===== config.mk =====
export PLATFORM = sky130hd
export DESIGN_NAME = alu_cmd_initiator
export DESIGN_NICKNAME = d
export VERILOG_FILES = /design/src/rtl/alu_pkg.sv /design/src/rtl/alu_sat_counter.sv /design/src/rtl/alu_cmd_initiator.sv
export SDC_FILE = /design/constraint.sdc
export NUM_CORES = 1
export LEC_CHECK = 0
export ABC_AREA = 1
export CORE_MARGIN = 2
export CORE_UTILIZATION = 30
export DETAILED_ROUTE_END_ITERATION = 6
export RECOVER_POWER = 50
export SLEW_MARGIN = 20
export SYNTH_ARGS = -nofsm -noshare
export SYNTH_HDL_FRONTEND = slang
export SYNTH_SLANG_ARGS = --single-unit
export TNS_END_PERCENT = 5

===== constraint.sdc =====
create_clock -name clk -period 1.95 [get_ports clk]
set_clock_uncertainty 0.15 [all_clocks]
set_input_delay 0.39 -clock clk [delete_from_list [all_inputs] [get_ports clk]]
set_output_delay 0.39 -clock clk [all_outputs]
set_load 0.1 [all_outputs]

===== src/rtl/alu_pkg.sv =====
// rtl/alu_pkg.sv - opcode, state and error-rule definitions shared by the ALU initiator
package alu_pkg;

    localparam logic [3:0] OP_ADD  = 4'h0;
    localparam logic [3:0] OP_SUB  = 4'h1;
    localparam logic [3:0] OP_MUL  = 4'h2;
    localparam logic [3:0] OP_DIV  = 4'h3;
    localparam logic [3:0] OP_AND  = 4'h4;
    localparam logic [3:0] OP_OR   = 4'h5;
    localparam logic [3:0] OP_NOT1 = 4'h6;
    localparam logic [3:0] OP_NOT2 = 4'h7;
    localparam logic [3:0] OP_SQ1  = 4'h8;
    localparam logic [3:0] OP_SQ2  = 4'h9;
    localparam logic [3:0] OP_LT   = 4'hA;
    localparam logic [3:0] OP_EQ   = 4'hB;
    localparam logic [3:0] OP_GT   = 4'hC;
    localparam logic [3:0] OP_NOP  = 4'hF;

    localparam logic [1:0] ST_IDLE  = 2'd0;
    localparam logic [1:0] ST_DRIVE = 2'd1;
    localparam logic [1:0] ST_RESP  = 2'd2;

    // Divide by zero and anything above OP_GT (including NOP) is reported as an error.
    function automatic logic op_is_err(input logic [3:0] op, input logic [7:0] in2);
        return ((op == OP_DIV) && (in2 == 8'h00)) || (op > OP_GT);
    endfunction

endpackage


===== src/rtl/alu_sat_counter.sv =====
// rtl/alu_sat_counter.sv - saturating up-counter with synchronous clear
module alu_sat_counter #(
    parameter int WIDTH = 8
) (
    input  logic             clk,
    input  logic             clr,
    input  logic             inc,
    output logic [WIDTH-1:0] count
);

    always_ff @(posedge clk) begin
        if (clr) begin
            count <= '0;
        end else if (inc && (count != {WIDTH{1'b1}})) begin
            count <= count + WIDTH'(1);
        end
    end

endmodule


===== src/rtl/alu_cmd_initiator.sv =====
// rtl/alu_cmd_initiator.sv - command sequencer driving a combinational ALU and returning captured results
module alu_cmd_initiator
    import alu_pkg::*;
#(
    parameter int SETTLE_CYCLES = 2,
    parameter int CNT_W         = 8
) (
    input  logic             clk,
    input  logic             rst,
    input  logic             cmd_valid,
    output logic             cmd_ready,
    input  logic [3:0]       cmd_op,
    input  logic [7:0]       cmd_a,
    input  logic [7:0]       cmd_b,
    input  logic             cmd_chain,
    output logic [3:0]       alu_sel,
    output logic [7:0]       alu_in1,
    output logic [7:0]       alu_in2,
    input  logic [15:0]      alu_out,
    output logic             res_valid,
    input  logic             res_ready,
    output logic [15:0]      res_data,
    output logic             res_err,
    output logic             res_zero,
    output logic [CNT_W-1:0] op_count,
    output logic [CNT_W-1:0] err_count,
    output logic             busy
);

    localparam logic [3:0] SETTLE_INIT = 4'(SETTLE_CYCLES - 1);

    logic [1:0]  state;
    logic [3:0]  settle_cnt;
    logic [15:0] acc;
    logic        capture;
    logic        cap_err;

    // The error decision uses the registered select/operand actually presented to the ALU.
    assign capture = (state == ST_DRIVE) && (settle_cnt == 4'd0);
    assign cap_err = op_is_err(alu_sel, alu_in2);

    assign cmd_ready = (state == ST_IDLE);
    assign res_valid = (state == ST_RESP);
    assign busy      = (state != ST_IDLE);

    always_ff @(posedge clk) begin
        if (rst) begin
            state      <= ST_IDLE;
            settle_cnt <= 4'd0;
            alu_sel    <= OP_NOP;
            alu_in1    <= 8'h00;
            alu_in2    <= 8'h00;
            res_data   <= 16'h0000;
            res_err    <= 1'b0;
            res_zero   <= 1'b0;
            acc        <= 16'h0000;
        end else begin
            case (state)
                ST_IDLE: begin
                    if (cmd_valid) begin
                        state      <= ST_DRIVE;
                        alu_sel    <= cmd_op;
                        alu_in1    <= cmd_chain ? acc[7:0] : cmd_a;
                        alu_in2    <= cmd_b;
                        settle_cnt <= SETTLE_INIT;
                    end
                end
                ST_DRIVE: begin
                    if (settle_cnt == 4'd0) begin
                        res_data <= alu_out;
                        res_err  <= cap_err;
                        res_zero <= (alu_out == 16'h0000);
                        if (!cap_err) begin
                            acc <= alu_out;
                        end
                        // Park the ALU on NOP so it sits at a known zero output between commands.
                        alu_sel  <= OP_NOP;
                        alu_in1  <= 8'h00;
                        alu_in2  <= 8'h00;
                        state    <= ST_RESP;
                    end else begin
                        settle_cnt <= settle_cnt - 4'd1;
                    end
                end
                ST_RESP: begin
                    if (res_ready) begin
                        state <= ST_IDLE;
                    end
                end
                default: begin
                    state <= ST_IDLE;
                end
            endcase
        end
    end

    alu_sat_counter #(
        .WIDTH(CNT_W)
    ) u_op_count (
        .clk  (clk),
        .clr  (rst),
        .inc  (capture),
        .count(op_count)
    );

    alu_sat_counter #(
        .WIDTH(CNT_W)
    ) u_err_count (
        .clk  (clk),
        .clr  (rst),
        .inc  (capture && cap_err),
        .count(err_count)
    );

endmodule


## After elaboration in Yosys (flattened, before gate mapping)

Index checks and enable logic that the tools add are counted.

| word-level totals | value |
|---|---|
| register bits | 68 |
| input port bits | 41 |
| output and inout port bits | 57 |
| word-level logic and storage cells | 58 |

| operators by class | value |
|---|---|
| add/sub/neg operators | 3 |
| magnitude comparators | 1 |
| equal/unequal tests | 9 |
| multiplexer cells | 16 |
| bitwise gates (word level) | 1 |
| reduce and logical (&&, ||, !) cells | 17 |

Operators by type and width:

| cell | number |
|---|---|
| two-way mux 8 bit | 4 |
| case mux 8 bit (2 select lines) | 2 |
| adder 8 x 1 -> 8 bit (second input constant) | 2 |
| logical NOT 16 bit | 1 |
| two-way mux 4 bit | 4 |
| inequality test 8 bit (second input constant) | 2 |
| case mux 4 bit (2 select lines) | 2 |
| AND reduction 3 bit | 4 |
| logical NOT 8 bit | 1 |
| two-way mux 2 bit | 3 |
| case mux 2 bit (3 select lines) | 1 |
| logical AND 1 bit | 5 |
| == test 4 x 2 -> 1 bit (second input constant) | 1 |
| greater-than comparator 4 bit (second input constant) | 1 |
| logical NOT 4 bit | 1 |
| inequality test 2 x 1 -> 1 bit (second input constant) | 2 |
| inequality test 2 bit (second input constant) | 2 |
| nonzero test 2 bit | 2 |
| subtractor 4 x 1 -> 4 bit (second input constant) | 1 |
| == test 2 x 1 -> 1 bit (second input constant) | 1 |
| == test 2 bit (second input constant) | 1 |
| logical NOT 2 bit | 1 |
| AND reduction 2 bit | 1 |
| logical OR 1 bit | 1 |
| inverter 1 bit | 1 |

## Longest topological paths before layout

Gate-level depths: netlist of the first run.

| depth | value |
|---|---|
| depth after elaboration | 5 |
| depth in mapped cells | 11 |
| depth with buffers taken out | 10 |

## By module

A second synthesis of the first run with hierarchy kept.

| second synthesis, totals | value |
|---|---|
| cells, all modules | 450 |
| area total of the unflattened synthesis | 3174.3 µm² |

By module, submodules not included:

| module | instances | cells an instance | area each (µm²) | seq. area each (µm²) |
|---|---|---|---|---|
| alu_cmd_initiator | 1 | 296 | 2205.9 | 1041.0 |
| alu_sat_counter | 2 | 77 | 484.2 | 160.2 |

## Least setup slack after synthesis of the first run

OpenSTA, ideal clock, no wires.

| timing | value |
|---|---|
| path type | reg2out |
| from | register state[1] |
| to | output busy |
| arrival | 1.901 ns |
| setup slack | -0.491 ns |
| stages on the path, launching flop included | 3 |
| buffers on the path | 0 |
| path through | dfxtp_1 -> nor2_2 -> inv_1 |

| between the ends | value |
|---|---|
| longest elaborated chain between the ends | 1 |

RTL lines:

| item | RTL line | text |
|---|---|---|
| start, declared | alu_cmd_initiator.sv:32 | `logic [1:0] state;` |
| start signal, assigned | alu_cmd_initiator.sv:48 | `state <= ST_IDLE;` |
| start signal, assigned | alu_cmd_initiator.sv:61 | `state <= ST_DRIVE;` |
| start signal, assigned | alu_cmd_initiator.sv:80 | `state <= ST_RESP;` |
| nonzero test 2 bit | alu_cmd_initiator.sv:44 | `assign busy = (state != ST_IDLE);` |
| end, declared | alu_cmd_initiator.sv:27 | `output logic busy` |

No other way between the ends.

## Worst setup path after layout of the first run

| timing | value |
|---|---|
| from | register u_err_count.count[3] |
| to | output err_count[3] |

RTL lines:

| item | RTL line | text |
|---|---|---|
| start, declared | alu_sat_counter.sv:8 | `output logic [WIDTH-1:0] count` |
| start signal, assigned | alu_sat_counter.sv:15 | `count <= count + WIDTH'(1);` |
| end, declared | alu_cmd_initiator.sv:26 | `output logic [CNT_W-1:0] err_count,` |

No word-level cell between the ends.

==> results of run 1 <==
metrics by stage:
step | util (%) | hold slack (ns) | instances | setup TNS (ns)
after global routing | 43.2 | 0.345 | 665 | 0
final | 43.2 | 0.317 | 665 | 0
after floorplan | - | 0.292 | 427 | -1.70
after global placement | 48.8 | 0.303 | 649 | 0
after CTS | 50.7 | 0.317 | 665 | 0
after detailed placement | 48.8 | 0.306 | 649 | 0
flip-flops by register name, indices dropped and copies added, names as in the netlist:
signal and count:
res_data 16, acc 8, alu_in1 8, alu_in2 8, u_err_count.count 8, u_op_count.count 8, alu_sel 4, settle_cnt 4
state 2, res_err 1, res_zero 1
routing by layer:
| layer | share of wire (%) | up-vias | GRT usage, % |
|---|---|---|---|
| met3 | 8.4 | 15 | 8.05 |
| met2 | 46 | 86 | 25.8 |
| li1 | - | 1570 | - |
| met1 | 43 | 1344 | 16.8 |
| met5 | 0 | - | 0 |
| met4 | 2.3 | 0 | 5.43 |
what timing repair did:
item / 4_1_cts / 5_1_grt
endpoints found under the hold margin: 0 / 0
gates resized for setup: 0 / 1
setup endpoints to repair: 0 / 1
power by group:
group          switching, mW  internal [mW]  leakage, nW
Clock                  0.541          0.592        0.101
Sequential            0.0904           1.51        0.558
Combinational           1.21          0.357         1.20
worst max-delay path by stage:
stage,cells past startpoint,end,start,slack (ns)
after global routing,9,acc[0],settle_cnt[0],0.03
after floorplan,10,u_err_count.count[5],u_err_count.count[0],-0.23
final,1,err_count[3],u_err_count.count[3],0.16
after CTS,9,acc[3],settle_cnt[0],0.20
after detailed placement,7,alu_in2[3],cmd_valid,0.16
after global placement,7,alu_in2[3],cmd_valid,0.22
cell usage after synthesis, drive strengths merged, types with 3 or more instances:
library cell and instances:
a211oi 8, a21oi 39, buf 9, clkbuf 7, dfxtp 68, ha 4, inv 51, nand2 101
nand3 11, nand4 11, nor2 70, nor3 6, o21ai 24, o22ai 5, xnor2 3
cell families after synthesis:
| kind of cell | share of synthesized area (%) |
|---|---|
| compound gates | 13.9 |
| xor+xnor | 1.43 |
| fa+ha+maj | 1.63 |
| buf+inv | 10.0 |
| flops | 44.5 |
| simple gates | 28.5 |
area by class of cell:
type | instances | area (um^2) | share of cell area (%)
clock buffer | 10 | 128 | 3.01
timing repair buffer | 105 | 906 | 21.3
multi-input combinational | 290 | 1400 | 33.0
inverter | 53 | 208 | 4.89
sequential | 68 | 1370 | 32.3
tap | 133 | 166 | 3.92
clock inverter | 6 | 63.8 | 1.50
==> run_summary.xml, run 1 <==
<?xml version="1.0" encoding="UTF-8"?>
<metrics>
  <group name="status">
    <metric name="outcome" unit="">complete, no violations</metric>
  </group>
  <group name="critical_path">
    <metric name="timing.critical_path.slowest_stage_cell" unit="">clkbuf_2</metric>
    <metric name="r2r_start" unit="">settle_cnt[0]</metric>
    <metric name="cp-start-kind" unit="">flop</metric>
    <metric name="r2r_setup_slack" unit="ns">0.20</metric>
    <metric name="critical_path.reg2reg.endpoint" unit="">acc[6]</metric>
    <metric name="worst_path_largest_cell_delay" unit="ns">0.49</metric>
    <metric name="cpLargestDelayFamily" unit="">buffers and inverters</metric>
    <metric name="setup.worst_path.end_class" unit="">output port</metric>
    <metric name="required_time_at_the_endpoint_of_the_critical_path" unit="ns">1.41</metric>
    <metric name="worst-setup-path-type" unit="">reg -&gt; out</metric>
    <metric name="critical_path_peak_fanout" unit="">5</metric>
    <metric name="ff2ff_path_depth" unit="">9</metric>
    <metric name="worstPathBufferInverterCount" unit="">1</metric>
    <metric name="cp_cell_sequence" unit="">clkbuf_2</metric>
    <metric name="cp.arrival" unit="ns">1.25</metric>
  </group>
  <group name="synth">
    <metric name="synth-main-ff-cell" unit="">dfxtp_1</metric>
    <metric name="synthesis.area_per_instance" unit="um^2">7.17</metric>
    <metric name="ys_seq_elements" unit="">68</metric>
    <metric name="synthesis.nets" unit="">472</metric>
    <metric name="synth-async-reset-ratio" unit="%">0</metric>
    <metric name="sequential_fraction_of_the_synthesis_area" unit="%">44.5</metric>
    <metric name="netlist-cell-type-count" unit="">35</metric>
    <metric name="synth_edf_count" unit="">0</metric>
    <metric name="synth_area_leaders" unit="">dfxtp_1 44%, nand2_1 12%, nor2_1 8.1%, a21oi_1 6.4%, inv_1 5.8%</metric>
    <metric name="yosys.area.top_type" unit="">dfxtp_1</metric>
    <metric name="yosysWarningCount" unit="">0</metric>
    <metric name="netlist_area" unit="um^2">3060</metric>
    <metric name="synth.top_cell.area_share" unit="%">44.5</metric>
    <metric name="synthCells" unit="">427</metric>
  </group>
  <group name="job">
    <metric name="maxCapViolations" unit="">0</metric>
  </group>
  <group name="placed_design">
    <metric name="dpl_cell_area" unit="um^2">4790</metric>
    <metric name="preCtsSetupSlack" unit="ns">0.160</metric>
    <metric name="place.port_buffers" unit="">97</metric>
    <metric name="dpl.hpwl" unit="mm">6.17</metric>
    <metric name="gpl.final_weighted_congestion" unit="">0.755</metric>
  </group>
  <group name="grt">
    <metric name="grt_use_total" unit="%">15.5</metric>
    <metric name="maximum_number_of_pins_on_one_net_before_global_route_repair" unit="">48</metric>
    <metric name="first_global_vias" unit="">3101</metric>
    <metric name="antenna_found_initial" unit="">0</metric>
    <metric name="grt_first_pass_wirelength" unit="mm">13.7</metric>
    <metric name="overflow" unit="">0</metric>
  </group>
  <group name="clock_network">
    <metric name="cts_hold_buffers" unit="">0</metric>
    <metric name="postCtsSetupRepairBufs" unit="">0</metric>
    <metric name="h-tree-depth" unit="">3</metric>
    <metric name="worst_skew_pair.late_latency" unit="ns">0.34</metric>
    <metric name="clk_root_buffer_cell" unit="">clkbuf_8</metric>
    <metric name="worst_setup_hold_path_clk_slew" unit="ns">0.08</metric>
    <metric name="clkSinkCount" unit="">68</metric>
    <metric name="tritoncts" unit="">built</metric>
    <metric name="cts_made_buffers" unit="">9</metric>
    <metric name="cts_max_path_buffers" unit="">2</metric>
  </group>
  <group name="timing">
    <metric name="period_needed" unit="ns">1.79</metric>
    <metric name="max_clock_freq" unit="GHz">0.559</metric>
    <metric name="final_hold_viol_count" unit="">0</metric>
    <metric name="final-setup-viol-count" unit="">0</metric>
    <metric name="setup_repair_after_global_routing_missed_its_margin" unit="">false</metric>
    <metric name="timing.max_slew.rel_slack" unit="%">61.5</metric>
    <metric name="final-max-slew-violation-count" unit="">0</metric>
    <metric name="timing.final.crit_share" unit="%">91.8</metric>
    <metric name="slew_at_the_pin_closest_to_its_max_slew_limit" unit="ns">0.580</metric>
    <metric name="final.setup.worst_slack" unit="ns">0.161</metric>
  </group>
  <group name="final_layout">
    <metric name="fillerInstances" unit="">1048</metric>
    <metric name="area_growth" unit="%">38.7</metric>
    <metric name="fin_area" unit="um^2">4250</metric>
    <metric name="layout.nets" unit="">572</metric>
    <metric name="num_antenna_cells" unit="">0</metric>
    <metric name="final_common_cell" unit="">nand2_1</metric>
    <metric name="most-common-layout-cells" unit="">97 x nand2_1, 65 x nor2_1, 63 x dfxtp_1, 47 x inv_1, 46 x clkbuf_2</metric>
    <metric name="layout-drive-gt1-share" unit="%">19.4</metric>
  </group>
  <group name="hold_path">
    <metric name="hp-start" unit="">acc[1]</metric>
    <metric name="whs_endpoint" unit="">acc[1]</metric>
    <metric name="min-delay-path-class" unit="">reg -&gt; reg</metric>
    <metric name="hold-path-cell-count" unit="">2</metric>
  </group>
  <group name="route">
    <metric name="wl_per_cell" unit="um">12.3</metric>
    <metric name="route.detailed.drc" unit="">0</metric>
    <metric name="postRouteAntennaNets" unit="">0</metric>
    <metric name="drt-total-wl" unit="mm">8.17</metric>
    <metric name="drtPass1Iterations" unit="">4</metric>
    <metric name="route.vias.total" unit="">3015</metric>
    <metric name="dr.first_iter.drc_count" unit="">97</metric>
    <metric name="vias_per_cell" unit="">4.53</metric>
  </group>
  <group name="power">
    <metric name="vdd_drop_max" unit="V">0.000510</metric>
    <metric name="tot_pwr" unit="mW">4.31</metric>
    <metric name="p_leak" unit="nW">1.86</metric>
    <metric name="power_density_over_the_cells" unit="nW/um^2">1020</metric>
  </group>
  <group name="floorplan">
    <metric name="design.portCount" unit="">98</metric>
    <metric name="design.die.area" unit="um^2">11000</metric>
    <metric name="placeable_core_area" unit="um^2">9820</metric>
    <metric name="floorplan.rows" unit="">36</metric>
    <metric name="start_util" unit="%">31.2</metric>
    <metric name="fp.dieH" unit="um">105</metric>
    <metric name="die_x" unit="um">105</metric>
  </group>
</metrics>
No activity file was read; power rests on OpenSTA's default activity.
==> run 2: changes to the inputs <==
--- a/config.mk
+++ b/config.mk
@@ -6,7 +6,7 @@
 export NUM_CORES = 1
 export LEC_CHECK = 0
 export ABC_AREA = 1
-export CORE_MARGIN = 2
+export CORE_MARGIN = 4
 export CORE_UTILIZATION = 30
 export DETAILED_ROUTE_END_ITERATION = 6
 export RECOVER_POWER = 50
==> constraint.sdc (replaced) <==
create_clock -name clk -period 1.68 [get_ports clk]
set_clock_uncertainty 0.15 [all_clocks]
set_input_delay 0.336 -clock clk [delete_from_list [all_inputs] [get_ports clk]]
set_output_delay 0.336 -clock clk [all_outputs]
set_load 0.1 [all_outputs]
==> run 2 against run 1 <==
Power is 33% higher. Register-to-register slack worse by 0.18 ns. Wire length is 12% higher. Cell area is 20% higher. Flip-flop and latch count stayed put. Largest power group is now combinational cells.
==> run_summary.xml, run 2 (synthesis results as in run 1) <==
<?xml version="1.0" encoding="UTF-8"?>
<metrics>
  <group name="clock_network">
    <metric name="cts_made_buffers" unit="">9</metric>
    <metric name="h-tree-depth" unit="">3</metric>
    <metric name="cts_hold_buffers" unit="">0</metric>
    <metric name="worst_setup_hold_path_clk_slew" unit="ns">0.07</metric>
    <metric name="cts_max_path_buffers" unit="">2</metric>
    <metric name="tritoncts" unit="">built</metric>
    <metric name="worst_skew_pair.late_latency" unit="ns">0.35</metric>
    <metric name="clk_root_buffer_cell" unit="">clkbuf_8</metric>
    <metric name="clkSinkCount" unit="">68</metric>
  </group>
  <group name="critical_path">
    <metric name="setup.worst_path.end_class" unit="">flop</metric>
    <metric name="required_time_at_the_endpoint_of_the_critical_path" unit="ns">1.77</metric>
    <metric name="worst_path_largest_cell_delay" unit="ns">0.36</metric>
    <metric name="ff2ff_path_depth" unit="">10</metric>
    <metric name="cp-startpoint" unit="">settle_cnt[0]</metric>
    <metric name="crit_cells" unit="">10</metric>
    <metric name="cp.arrival" unit="ns">1.75</metric>
    <metric name="cpLargestDelayFamily" unit="">simple AND/OR/NAND/NOR gates</metric>
    <metric name="critical_path.reg2reg.endpoint" unit="">alu_in1[3]</metric>
    <metric name="worst-setup-path-type" unit="">reg -&gt; reg</metric>
    <metric name="worstPathBufferInverterCount" unit="">4</metric>
    <metric name="timing.critical_path.slowest_stage_cell" unit="">dfxtp_2</metric>
    <metric name="cpMostUsedCell" unit="">nor2_4</metric>
    <metric name="cp-start-kind" unit="">flop</metric>
    <metric name="r2r_start" unit="">settle_cnt[0]</metric>
    <metric name="r2r_setup_slack" unit="ns">0.02</metric>
    <metric name="critical_path_peak_fanout" unit="">9</metric>
    <metric name="cp_cell_sequence" unit="">inv_4 &gt; ha_4 &gt; nand2_4 &gt; nor2_4 &gt; buf_12 &gt; nor2_4 &gt; buf_6 &gt; inv_6 &gt; o21ai_2 &gt; nor2_1</metric>
  </group>
  <group name="grt">
    <metric name="gr-max-usage-layer" unit="">met2</metric>
    <metric name="first_global_vias" unit="">2998</metric>
    <metric name="grt_util_met1" unit="%">21.2</metric>
    <metric name="gr-usage-met3" unit="%">4.56</metric>
    <metric name="antenna_found_initial" unit="">0</metric>
    <metric name="grt_use_total" unit="%">15.5</metric>
    <metric name="overflow" unit="">0</metric>
    <metric name="grt_first_pass_wirelength" unit="mm">14.5</metric>
    <metric name="maximum_number_of_pins_on_one_net_before_global_route_repair" unit="">35</metric>
    <metric name="grt_util_met2" unit="%">23.3</metric>
  </group>
  <group name="placed_design">
    <metric name="dpl.hpwl" unit="mm">6.78</metric>
    <metric name="number_of_cells_in_the_design_after_placement" unit="">655</metric>
    <metric name="preCtsSetupSlack" unit="ns">-0.0473</metric>
    <metric name="gpl.final_weighted_congestion" unit="">0.820</metric>
    <metric name="place.port_buffers" unit="">97</metric>
  </group>
  <group name="hold_path">
    <metric name="whs_endpoint" unit="">alu_in2[1]</metric>
    <metric name="hp-start" unit="">alu_in2[1]</metric>
    <metric name="hold-path-cell-count" unit="">2</metric>
    <metric name="min-delay-path-class" unit="">reg -&gt; reg</metric>
  </group>
  <group name="route">
    <metric name="route.vias.total" unit="">3150</metric>
    <metric name="postRouteAntennaNets" unit="">0</metric>
    <metric name="wl_per_cell" unit="um">13.5</metric>
    <metric name="vias_per_cell" unit="">4.64</metric>
    <metric name="dr.first_iter.drc_count" unit="">193</metric>
    <metric name="route.detailed.drc" unit="">0</metric>
    <metric name="drtPass1Iterations" unit="">4</metric>
    <metric name="drt-total-wl" unit="mm">9.14</metric>
  </group>
  <group name="final_layout">
    <metric name="final_common_cell" unit="">nand2_1</metric>
    <metric name="layout-drive-gt1-share" unit="%">30.0</metric>
    <metric name="sequential_cell_area" unit="um^2">1410</metric>
    <metric name="fillerInstances" unit="">894</metric>
    <metric name="finalNonFillerCells" unit="">679</metric>
    <metric name="utilization" unit="%">51.6</metric>
    <metric name="multi_input_area" unit="um^2">1510</metric>
    <metric name="area_growth" unit="%">66.2</metric>
    <metric name="num_antenna_cells" unit="">0</metric>
    <metric name="most-common-layout-cells" unit="">93 x nand2_1, 63 x nor2_1, 45 x inv_1, 45 x buf_12, 40 x clkdlybuf4s50_1</metric>
    <metric name="layout.nets" unit="">586</metric>
    <metric name="largest_reg_flops" unit="">16</metric>
    <metric name="largest_register" unit="">res_data</metric>
  </group>
  <group name="timing">
    <metric name="final_hold_viol_count" unit="">0</metric>
    <metric name="setup_repair_after_global_routing_missed_its_margin" unit="">true</metric>
    <metric name="final.setup.worst_slack" unit="ns">0.0186</metric>
    <metric name="final-setup-viol-count" unit="">0</metric>
    <metric name="period_needed" unit="ns">1.66</metric>
    <metric name="final-max-slew-violation-count" unit="">0</metric>
    <metric name="slew_at_the_pin_closest_to_its_max_slew_limit" unit="ns">0.351</metric>
    <metric name="max_clock_freq" unit="GHz">0.602</metric>
    <metric name="timing.final.crit_share" unit="%">98.9</metric>
    <metric name="timing.max_slew.rel_slack" unit="%">76.4</metric>
  </group>
  <group name="job">
    <metric name="maxCapViolations" unit="">0</metric>
  </group>
  <group name="floorplan">
    <metric name="start_util" unit="%">31.0</metric>
    <metric name="design.portCount" unit="">98</metric>
    <metric name="design.die.area" unit="um^2">11900</metric>
    <metric name="floorplan.rows" unit="">36</metric>
    <metric name="die_x" unit="um">109</metric>
    <metric name="placeable_core_area" unit="um^2">9860</metric>
    <metric name="fp.dieH" unit="um">109</metric>
  </group>
  <group name="power">
    <metric name="power_density_over_the_cells" unit="nW/um^2">1120</metric>
    <metric name="p_leak" unit="nW">2.11</metric>
    <metric name="vdd_drop_max" unit="V">0.000623</metric>
  </group>
  <group name="status">
    <metric name="outcome" unit="">complete, no violations</metric>
  </group>
</metrics>
[run 2: cell types whose count changed in the layout (fill, tap and decap cells not counted), sizes merged]
| cell | delta |
|---|---|
| buf | +42 |
| bufinv | +1 |
| clkbuf | -32 |
| clkinv | -3 |
| clkinvlp | +3 |
| inv | +2 |
| nand3 | +1 |
[run 2: layout make-up]
cell class,instances,area share (%)
Timing Repair Buffer,116,30.4
Multi-Input combinational cell,291,29.6
Sequential cell,68,27.8
Inverter,53,4.30
Tap cell,133,3.27
Clock buffer,9,2.43
Clock inverter,7,1.97
Timing Repair inverter,2,0.295
[run 2: worst max-delay path by stage]
stage	slack [ns]	end
2_1_floorplan	-0.25	busy
3_3_place_gp	0.03	alu_in1[2]
3_5_place_dp	-0.05	alu_in1[3]
4_1_cts	0.003	alu_in1[2]
5_1_grt	-0.03	alu_in1[3]
6_report	0.02	alu_in1[3]
[run 2: through the flow]
step                      power (mW)  hold slack (ns)  setup TNS (ns)  cell area [um^2]
after floorplan                 3.32            0.292           -4.50              3140
after CTS                       5.75            0.321               0              5150
after detailed placement        4.22            0.309          -0.231              4910
final                           5.73            0.318               0              5090
after global placement          4.19            0.307               0              4910
after global routing            5.96            0.339          -0.137              5090
[run 2: where the power goes]
part / internal, mW / switching [mW]
combinational: 0.798 / 1.49
sequential: 1.76 / 0.171
clock: 0.842 / 0.666
[run 2: tightest hold or removal path, cell delays in order, from the launching register on]
cell and delay, ns:
dfxtp_2 0.33, nand2_1 0.06, a21oi_1 0.05
[run 2: routing by layer]
| layer | vias to the layer above | share of wire (%) |
|---|---|---|
| li1 | 1598 | - |
| met1 | 1453 | 47 |
| met2 | 89 | 45 |
| met3 | 10 | 6.6 |
| met4 | 0 | 1.8 |
| met5 | - | 0 |
[run 2: timing repair]
| action | CTS | global route |
|---|---|---|
| gates resized for setup | 7 | 31 |
| pin swaps | 1 | 4 |
| endpoints found under the setup margin | 21 | 59 |
| buffers inserted | 1 | 4 |
| cloned | 0 | 3 |
| endpoints found under the hold margin | 0 | 0 |
